### src/rtl/tile_renderer.sv
// tile_renderer: 16x12 colour-index tile map feeding the VGA block, with tile writes buffered and committed in vblank.
// Optional macro GRID_LINES_EN overlays 4'h2 grid lines on tile borders.

module tile_renderer (
   input  logic       vgaclk,
   input  logic       rst,
   input  logic [9:0] hc,
   input  logic [9:0] vc,
   input  logic       wr_valid,
   output logic       wr_ready,
   input  logic [3:0] wr_col,
   input  logic [3:0] wr_row,
   input  logic [3:0] wr_color,
   output logic       oob_flag,
   output logic       frame_start,
   output logic [3:0] red_out,
   output logic [3:0] green_out,
   output logic [3:0] blue_out
);

   localparam int unsigned BSIZE      = 40;
   localparam int unsigned COLS       = 16;
   localparam int unsigned ROWS       = 12;
   localparam int unsigned FIFO_DEPTH = 4;
   localparam int unsigned HTOTAL     = 800;
   localparam int unsigned VTOTAL     = 525;
   localparam int unsigned HW         = 10;
   localparam int unsigned NTILES     = COLS * ROWS;
   localparam int unsigned AW         = $clog2(NTILES);
   localparam int unsigned PW         = $clog2(FIFO_DEPTH);
   localparam int unsigned CW         = PW + 1;
   localparam int unsigned HACT       = COLS * BSIZE;
   localparam int unsigned VACT       = ROWS * BSIZE;

   typedef enum logic {S_CLEAR = 1'b0, S_RUN = 1'b1} state_t;

   state_t        state;
   logic [AW-1:0] clr_idx;
   logic [3:0]    map_q  [NTILES];
   logic [11:0]   fifo_q [FIFO_DEPTH];
   logic [PW-1:0] rd_ptr;
   logic [PW-1:0] wr_ptr;
   logic [CW-1:0] count;

   logic          push_c;
   logic          pop_c;
   logic          head_ok_c;
   logic [CW-1:0] count_next_c;
   logic [3:0]    head_col_c;
   logic [3:0]    head_row_c;
   logic [3:0]    head_color_c;

   function automatic logic [11:0] palette(input logic [3:0] idx);
      logic [3:0] lvl;
      lvl = idx[3] ? 4'hF : 4'h8;
      return {idx[2] ? lvl : 4'h0, idx[1] ? lvl : 4'h0, idx[0] ? lvl : 4'h0};
   endfunction

   // Write FIFO: pushes whenever ready, pops only in vertical blanking
   assign {head_col_c, head_row_c, head_color_c} = fifo_q[rd_ptr];
   assign push_c       = wr_valid & wr_ready;
   assign pop_c        = (state == S_RUN) && (vc >= HW'(VACT)) && (count != '0);
   assign head_ok_c    = ({1'b0, head_col_c} < 5'(COLS)) && ({1'b0, head_row_c} < 5'(ROWS));
   assign count_next_c = count + CW'(push_c) - CW'(pop_c);

   logic          map_we_c;
   logic [AW-1:0] map_wa_c;
   logic [3:0]    map_wd_c;

   always_comb begin
      map_we_c = 1'b0;
      map_wa_c = '0;
      map_wd_c = '0;
      if (state == S_CLEAR) begin
         map_we_c = 1'b1;
         map_wa_c = clr_idx;
      end else if (pop_c && head_ok_c) begin
         map_we_c = 1'b1;
         map_wa_c = AW'(32'(head_row_c) * COLS + 32'(head_col_c));
         map_wd_c = head_color_c;
      end
   end

   // Storage arrays carry no reset; CLEAR and the FIFO pointers give them meaning
   always_ff @(posedge vgaclk) begin
      if (map_we_c) map_q[map_wa_c] <= map_wd_c;
      if (push_c) fifo_q[wr_ptr] <= {wr_col, wr_row, wr_color};
   end

   // Look-ahead pixel position so the registered colour lines up with (hc,vc)
   logic [HW-1:0] nh_c;
   logic [HW-1:0] nv_c;
   logic [HW-1:0] tcol_c;
   logic [HW-1:0] trow_c;
   logic          active_c;
   logic [AW-1:0] rd_idx_c;
   logic [11:0]   pix_c;

   always_comb begin
      nh_c = hc + 10'd1;
      nv_c = vc;
      if (hc == HW'(HTOTAL - 1)) begin
         nh_c = '0;
         nv_c = (vc == HW'(VTOTAL - 1)) ? '0 : vc + 10'd1;
      end
      active_c = (nh_c < HW'(HACT)) && (nv_c < HW'(VACT));
      tcol_c   = nh_c / HW'(BSIZE);
      trow_c   = nv_c / HW'(BSIZE);
      rd_idx_c = '0;
      pix_c    = '0;
      if (active_c) begin
         rd_idx_c = AW'(trow_c * HW'(COLS) + tcol_c);
         pix_c    = palette(map_q[rd_idx_c]);
`ifdef GRID_LINES_EN
         if ((nh_c % HW'(BSIZE) == '0) || (nv_c % HW'(BSIZE) == '0)) pix_c = 12'h222;
`endif
      end
   end

   always_ff @(posedge vgaclk) begin
      if (!rst) begin
         state       <= S_CLEAR;
         clr_idx     <= '0;
         rd_ptr      <= '0;
         wr_ptr      <= '0;
         count       <= '0;
         wr_ready    <= 1'b0;
         oob_flag    <= 1'b0;
         frame_start <= 1'b0;
         red_out     <= '0;
         green_out   <= '0;
         blue_out    <= '0;
      end else begin
         case (state)
            S_CLEAR: begin
               clr_idx  <= clr_idx + AW'(1);
               wr_ready <= (clr_idx == AW'(NTILES - 1));
               if (clr_idx == AW'(NTILES - 1)) state <= S_RUN;
            end
            S_RUN: begin
               wr_ready <= (count_next_c < CW'(FIFO_DEPTH));
               if (pop_c && !head_ok_c) oob_flag <= 1'b1;
            end
            default: state <= S_CLEAR;
         endcase
         if (push_c) wr_ptr <= wr_ptr + PW'(1);
         if (pop_c) rd_ptr <= rd_ptr + PW'(1);
         count       <= count_next_c;
         frame_start <= (hc == '0) && (vc == '0);
         red_out     <= pix_c[11:8];
         green_out   <= pix_c[7:4];
         blue_out    <= pix_c[3:0];
      end
   end

endmodule

### config.mk
export PLATFORM = sky130hd
export DESIGN_NAME = tile_renderer
export DESIGN_NICKNAME = d
export VERILOG_FILES = /design/src/rtl/tile_renderer.sv
export SDC_FILE = /design/constraint.sdc
export NUM_CORES = 1
export LEC_CHECK = 0
export ABC_AREA = 0
export BUFFER_PORTS_ARGS = -buffer_cell sky130_fd_sc_hd__clkbuf_2
export CORE_UTILIZATION = 35
export CTS_BUF_LIST = sky130_fd_sc_hd__clkbuf_4
export CTS_CLUSTER_SIZE = 20
export DETAILED_ROUTE_END_ITERATION = 8
export MAX_ROUTING_LAYER = met4
export PLACE_DENSITY_LB_ADDON = 0.12
export SYNTH_ARGS = -nofsm -noshare
export SYNTH_HDL_FRONTEND = slang
export SYNTH_SLANG_ARGS = --single-unit
### constraint.sdc
create_clock -name vgaclk -period 7 [get_ports vgaclk]
set_clock_uncertainty 0.15 [all_clocks]
set_input_delay 0.35 -clock vgaclk [delete_from_list [all_inputs] [get_ports vgaclk]]
set_output_delay 0.35 -clock vgaclk [all_outputs]
set_load 0.005 [all_outputs]
Word level (Yosys, flattened, before mapping)
Memories as Yosys holds them, arrays and structs flattened. A register that Yosys moved wholly into a read port is not among the register bits.
Cells that the tools add are included.
{ "totals": {"register_bits": 31, "ram_bits": 816, "input_bits": 35, "out_inout_bits": 15, "elab_cells": 67, "n_memories": 2} }
{ "memory_table": {"columns": ["name", "words", "width", "read_ports", "rd_ports_with_merged_regs", "wr", "line", "rtl"], "rows": [
  ["map_q", 192, 4, 1, 0, 1, "39", "logic [3:0] map_q [NTILES];"],
  ["fifo_q", 4, 12, 1, 1, 1, "40", "logic [11:0] fifo_q [FIFO_DEPTH];"]
]} }
{ "op_classes": {"add_sub_neg": 9, "n_div": 2, "n_lt_le_gt_ge": 5, "eq_ne": 3, "n_mux": 19, "n_bitwise": 2, "reduce_logical": 14} }
{ "op_table": {"columns": ["operator", "n"], "rows": [
  ["$mux W10", 3],
  ["$add A10 B1 Y10 const B", 2],
  ["$div A10 B6 Y10 const B", 2],
  ["$eq A10 B10 Y1 const B", 2],
  ["$logic_not A10 Y1", 2],
  ["$mux W8", 2],
  ["$ge A10 B9 Y1 const B", 1],
  ["$lt A10 B10 Y1 const B", 1],
  ["$lt A10 B9 Y1 const B", 1],
  ["$reduce_and A3 Y1", 3],
  ["$add A8 B1 Y8 const B", 1],
  ["$add A8 B4 Y8", 1],
  ["$add A8 B8 Y8", 1],
  ["$eq A8 B8 Y1 const B", 1],
  ["$mux W1", 8],
  ["$mux W4", 2],
  ["$logic_and A1 B1 Y1", 6],
  ["$add A2 B1 Y2 const B", 2],
  ["$lt A4 B4 Y1 const B", 1],
  ["$mux W2", 2],
  ["$add A3 B1 Y3", 1],
  ["$lt A3 B3 Y1 const B", 1],
  ["$mux W3", 1],
  ["$reduce_bool A3 Y1", 1],
  ["other kinds (6)", 6]
]} }

Logic depth before layout (Yosys ltp)
{ "depth": {"depth_word": 8, "ltp_mapped": 26, "mapped_depth_nobuf": 24} }

Least setup slack after synthesis
Ideal clock, no wire load.
{ "synth_path": {"path_kind": "input to register", "from": "input hc[0]", "to": "register red_out[2]", "setup_ps": 142, "arrival_time_ps": 5112, "required_time_ps": 6708, "setup_slack_ps": 1595, "stages": 24, "path_buffers": 2, "path_cell_list": "ha_1 -> and4_4 -> buf_6 -> nand4_1 -> or3_1 -> a211oi_1 -> a21oi_1 -> o2111ai_1 -> o2bb2ai_1 -> o21ai_0 -> a21oi_1 -> o221ai_1 -> ha_1 -> ha_1 -> clkbuf_1 -> nand2_1 -> nor2_1 -> nand2_1 -> a211oi_1 -> nor4_1 -> o2111ai_1 -> nor4_1 -> nor4_1 -> a311oi_1"} }
{ "synth_via": {"elab_chain_cells": 6, "elab_cells_between_ends": 13, "cone_classes": "add/sub (2); div (2); order compare (2); eq/ne (1); mux (3); reduce/logical (2); memory (1)"} }
{ "synth_lines": {"columns": ["element", "line", "rtl"], "rows": [
  ["from (decl)", "7", "input logic [9:0] hc,"],
  ["$add A10 B1 Y10 / $eq A10 B10 Y1 (equally long branches)", "100, 102", null],
  ["$mux W10", "102", "if (hc == HW'(HTOTAL - 1)) begin"],
  ["$div A10 B6 Y10, on equally long branches", "107, 108", null],
  ["$add A8 B8 Y8", "112", "rd_idx_c = AW'(trow_c * HW'(COLS) + tcol_c);"],
  ["$mem_v2 Z192 W4", null, null],
  ["$reduce_and A3 Y1 (no source line) / $mux W3 (equally long branches)", null, null],
  ["to (signal assigned)", "150", "red_out <= pix_c[11:8];"],
  ["to (decl)", "16", "output logic [3:0] red_out,"]
]} }
Parallel ways exist; a longest one is shown, timed or not.
A chain may end at the register's enable or synchronous reset.

Worst setup path after layout
{ "layout_path": {"from": "input vc[7]", "to": "register red_out[2]"} }
{ "layout_via": {"elab_chain_cells": 7, "elab_cells_between_ends": 11, "cone_classes": "add/sub (2); div (1); order compare (1); eq/ne (1); mux (3); reduce/logical (2); memory (1)"} }
{ "layout_lines": {"columns": ["element", "line", "rtl"], "rows": [
  ["from (decl)", "8", "input logic [9:0] vc,"],
  ["$add A10 B1 Y10 / $eq A10 B10 Y1 (equally long branches)", "104", "nv_c = (vc == HW'(VTOTAL - 1)) ? '0 : vc + 10'd1;"],
  ["$mux W10", "104", null],
  ["$mux W10 *", "102", null],
  ["$div A10 B6 Y10", "108", "trow_c = nv_c / HW'(BSIZE);"],
  ["$add A8 B8 Y8", "112", null],
  ["$mem_v2 Z192 W4", null, null],
  ["$reduce_and A3 Y1 (no source line) / $mux W3 (equally long branches)", null, null]
]} }
Mark *: on every way between the ends. The rest lies on a longest branch, timed or not.

==> impl_metrics.prom <==
# TYPE chip_impl_metric gauge
chip_impl_metric{name="dr_wl_met2",unit="mm"} 52.8
chip_impl_metric{name="synth_warnings",unit=""} 0
chip_impl_metric{name="die_y",unit="µm"} 322
chip_impl_metric{name="die_area",unit="µm²"} 104000
chip_impl_metric{name="synth_fp_nets",unit=""} 2722
chip_impl_metric{name="portbufs",unit=""} 49
chip_impl_metric{name="synthesis.instances",unit=""} 2673
chip_impl_metric{name="drv_slew",unit=""} 0
chip_impl_metric{name="die_width",unit="µm"} 322
chip_impl_metric{name="final-seq-area",unit="µm²"} 25000
chip_impl_info{name="timing.critical_path.from_type",value="primary input"} 1
chip_impl_metric{name="report.final.setup_viol",unit=""} 0
chip_impl_metric{name="drt_drc_violations_left",unit=""} 0
chip_impl_info{name="synth_top_flop_cell",value="edfxtp_1"} 1
chip_impl_metric{name="setup_tns_final",unit="ps"} 0
chip_impl_info{name="synthDominantAreaCellType",value="edfxtp_1"} 1
chip_impl_metric{name="post_drt_via_cell_ratio",unit=""} 5.41
chip_impl_metric{name="first_pass_grt_wire_length",unit="mm"} 165
chip_impl_metric{name="drt_initial_violations",unit=""} 2326
chip_impl_metric{name="max-slew-margin-rel",unit=""} 0.263
chip_impl_info{name="rsz_0062_raised_after_global_routing",value="no"} 1
chip_impl_metric{name="clockBufferDepth",unit=""} 3
chip_impl_metric{name="post-dp-hpwl",unit="mm"} 69.5
chip_impl_metric{name="layout_cell_share_with_drive_strength_beyond_1",unit=""} 0.176
chip_impl_info{name="netlist_top_cells_area",value="edfxtp_1 68%, nand2_1 4.9%, mux2i_1 4.5%"} 1
chip_impl_metric{name="worstMarginPinSlew",unit="ps"} 1100
chip_impl_metric{name="power.density_cell_area",unit="nW/µm²"} 278
chip_impl_metric{name="netlist.area_leader.share",unit=""} 0.682
chip_impl_metric{name="worstPathArrival",unit="ps"} 7060
chip_impl_metric{name="post_cts.resized_instances",unit=""} 0
chip_impl_metric{name="htree_levels",unit=""} 4
chip_impl_metric{name="floorplan.initialDensity",unit=""} 0.353
chip_impl_metric{name="final_util",unit=""} 0.402
chip_impl_info{name="critPathCaptureType",value="flop"} 1
chip_impl_metric{name="fill_cells",unit=""} 9620
chip_impl_metric{name="fin_crit_sh",unit=""} 0.881
chip_impl_metric{name="area_growth_syn_to_layout",unit="%"} 13.9
chip_impl_metric{name="final_report_hold_violation_count",unit=""} 0
chip_impl_info{name="min_from",value="vc[9]"} 1
chip_impl_metric{name="async_s_r_ff_share_synth",unit=""} 0
chip_impl_info{name="route.top_layer_used",value="met4"} 1
chip_impl_metric{name="drt-wirelength-per-cell",unit="µm"} 25.7
chip_impl_metric{name="design.core.area",unit="µm²"} 102000
chip_impl_metric{name="crit_required",unit="ps"} 7890
chip_impl_metric{name="timing.reg2reg.setup_slack",unit="ps"} 2230
chip_impl_metric{name="synth_cell_type_count",unit=""} 87
chip_impl_metric{name="fmax",unit="GHz"} 0.162
chip_impl_info{name="clock-root-buffer",value="clkbuf_4"} 1
chip_impl_metric{name="max-cap-violations",unit=""} 0
chip_impl_metric{name="ys_ff_latch",unit=""} 843
chip_impl_metric{name="path_clk_slew",unit="ps"} 60
chip_impl_metric{name="pre_cts_slack",unit="ps"} 183
chip_impl_metric{name="setup_slack",unit="ps"} 832
chip_impl_metric{name="clock_sink_count",unit=""} 843
chip_impl_info{name="run_status",value="completed"} 1
chip_impl_metric{name="power.ir.vdd_worst",unit="mV"} 0.135
chip_impl_metric{name="clkLatencyLatePin",unit="ps"} 1130
chip_impl_metric{name="syn_area",unit="µm²"} 35900
chip_impl_metric{name="grt_usage",unit=""} 0.226
chip_impl_metric{name="row_count",unit=""} 117
chip_impl_info{name="timing.rr.end",value="map_q[29][2]"} 1
chip_impl_metric{name="timing.hold.ws",unit="ps"} 73.1
chip_impl_metric{name="number_of_global_route_vias_before_repair",unit=""} 23816
chip_impl_metric{name="post_synth.cell_area_avg",unit="µm²"} 13.4
chip_impl_metric{name="whs_path_depth",unit=""} 5
chip_impl_metric{name="minimum_clock_period_after_layout",unit="ps"} 6170
chip_impl_metric{name="num_vias",unit=""} 23800
chip_impl_info{name="worstSetupPathType",value="in -> reg"} 1
chip_impl_metric{name="postCtsSetupBuffers",unit=""} 0
chip_impl_metric{name="multi_input_gate_area_in_the_final_layout",unit="µm²"} 10000
chip_impl_metric{name="boundaryPins",unit=""} 50
chip_impl_metric{name="drt-pass1-iter-count",unit=""} 7
chip_impl_metric{name="postRouteAntennaNets",unit=""} 0
chip_impl_metric{name="crit_path_max_fanout",unit=""} 13
chip_impl_info{name="tritoncts",value="yes"} 1
chip_impl_metric{name="grt_max_degree",unit=""} 124
chip_impl_metric{name="routabilityCongestion",unit=""} 0.922
chip_impl_metric{name="synth_sequential_area_ratio",unit=""} 0.697
chip_impl_metric{name="global_route.overflow_total",unit=""} 0
chip_impl_metric{name="cts_made_buffers",unit=""} 220
chip_impl_info{name="timing.hold.worst_endpoint",value="red_out[3]"} 1
chip_impl_metric{name="power.static_leakage",unit="nW"} 14.2
chip_impl_metric{name="detail_route.wirelength",unit="mm"} 113
chip_impl_metric{name="number_of_antenna_violations_at_the_first_check_in_global_routing",unit=""} 6
chip_impl_metric{name="wl_met1",unit="mm"} 49.8
chip_impl_metric{name="count_of_flip_flops_with_a_built_in_enable_after_synthesis",unit=""} 816
chip_impl_info{name="hp-class",value="in -> reg"} 1
chip_impl_metric{name="pwr_total",unit="mW"} 11.4
chip_impl_metric{name="met3WireLength",unit="mm"} 7.83
chip_impl_metric{name="ff2ff_path_depth",unit=""} 7
chip_impl_metric{name="finalNetCount",unit=""} 2923
==> sequential cells by signal, summed over array words and instances (netlist names), 3 cells and up, named ones only <==
name,count
map_q,768
fifo_q,48
clr_idx,8
count,3
==> stage by stage <==
stage / std cells / cell area, µm²
global route: 4400 / 40900
finish: 4400 / 40900
floorplan: 2673 / 35900
CTS: 4397 / 40900
global placement: 3982 / 37800
detailed placement: 3982 / 37800
==> Yosys cell counts, drive strengths merged (18+ instances only) <==
cell and instances:
edfxtp 816, nand2 473, nor2 264, nand3 169
mux2i 160, buf 105, clkbuf 68, a21oi 65
mux4 41, o21ai 38, and3 36, nand4 30
a31oi 27, dfxtp 27, and2 25, nor3 21
nor4 20, a211oi 18
==> how the worst max path moves through the flow <==
stage	startpoint	end	slack, ps
6_report	vc[7]	red_out[2]	830
5_1_grt	vc[7]	red_out[2]	580
4_1_cts	vc[7]	red_out[2]	1050
3_3_place_gp	hc[0]	red_out[2]	410
3_5_place_dp	hc[0]	red_out[2]	180
2_1_floorplan	hc[0]	red_out[2]	1600
==> timing repair <==
action                                  4_1_cts  5_1_grt
endpoints found under the hold margin       122        0
endpoints found under the setup margin        0        0
hold buffers                                 38        0
==> critical path, cell delays in order <==
cell	delay, ps
dlygate4sd3_1	540
clkbuf_2	200
or4b_2	630
nor3_1	360
nand2_1	130
a22oi_1	490
a21oi_1	140
a211o_1	280
o2bb2ai_1	170
o21ai_0	200
a21oi_1	90
o221ai_1	210
ha_1	210
ha_1	330
o2111ai_1	170
a21o_1	580
nor2_1	260
and3_1	250
or4_1	490
a2111oi_0	540
nor4_1	160
a311oi_1	260
==> per-layer routing <==
layer | track usage | up-vias
met5 | - | -
met4 | 0.0726 | 0
met3 | 0.0411 | 162
met2 | 0.346 | 961
met1 | 0.303 | 12096
li1 | - | 10581
==> cells in the final DEF (no fill, tap or decap), types with 35 or more instances in the layout <==
cell           netlist  final
nand2_1            472    466
o21ai_0             35     35
edfxtp_1           816    816
clkbuf_2             1     49
mux2i_1            160    160
clkinv_1             1     40
nand3_1            169    169
and3_1              35     35
dlygate4sd3_1        0     38
buf_4               16     52
nor2_1             261    261
clkbuf_4             0    310
a21oi_1             63     62
mux4_2              41     41
==> report_power, final <==
part / internal [mW] / switching, mW / total (mW)
combinational: 0.501 / 1.11 / 1.62
clock: 2.21 / 2.07 / 4.29
sequential: 5.46 / 0.0154 / 5.48
total: 8.18 / 3.20 / 11.4
==> layout make-up <==
type                       count  share of cell area
inverter                      18             0.00165
timing repair buffer         152              0.0312
tap                         1368              0.0418
sequential                   843               0.612
clock buffer                 310              0.0569
antenna                        3            0.000184
clock inverter                67              0.0104
multi-input combinational   1639               0.246
==> logic make-up after synthesis <==
family                   count (synthesis)  share of synthesized area
AND/OR/NAND/NOR                       1083                      0.133
flip-flops                             843                      0.697
AO/OA/AOI/OAI                          314                     0.0615
multiplexers                           204                     0.0713
buffers and inverters                  191                     0.0259
XOR/XNOR                                22                    0.00537
adder cells (fa/ha/maj)                 16                    0.00565
Power figures use the tool's default switching activity.
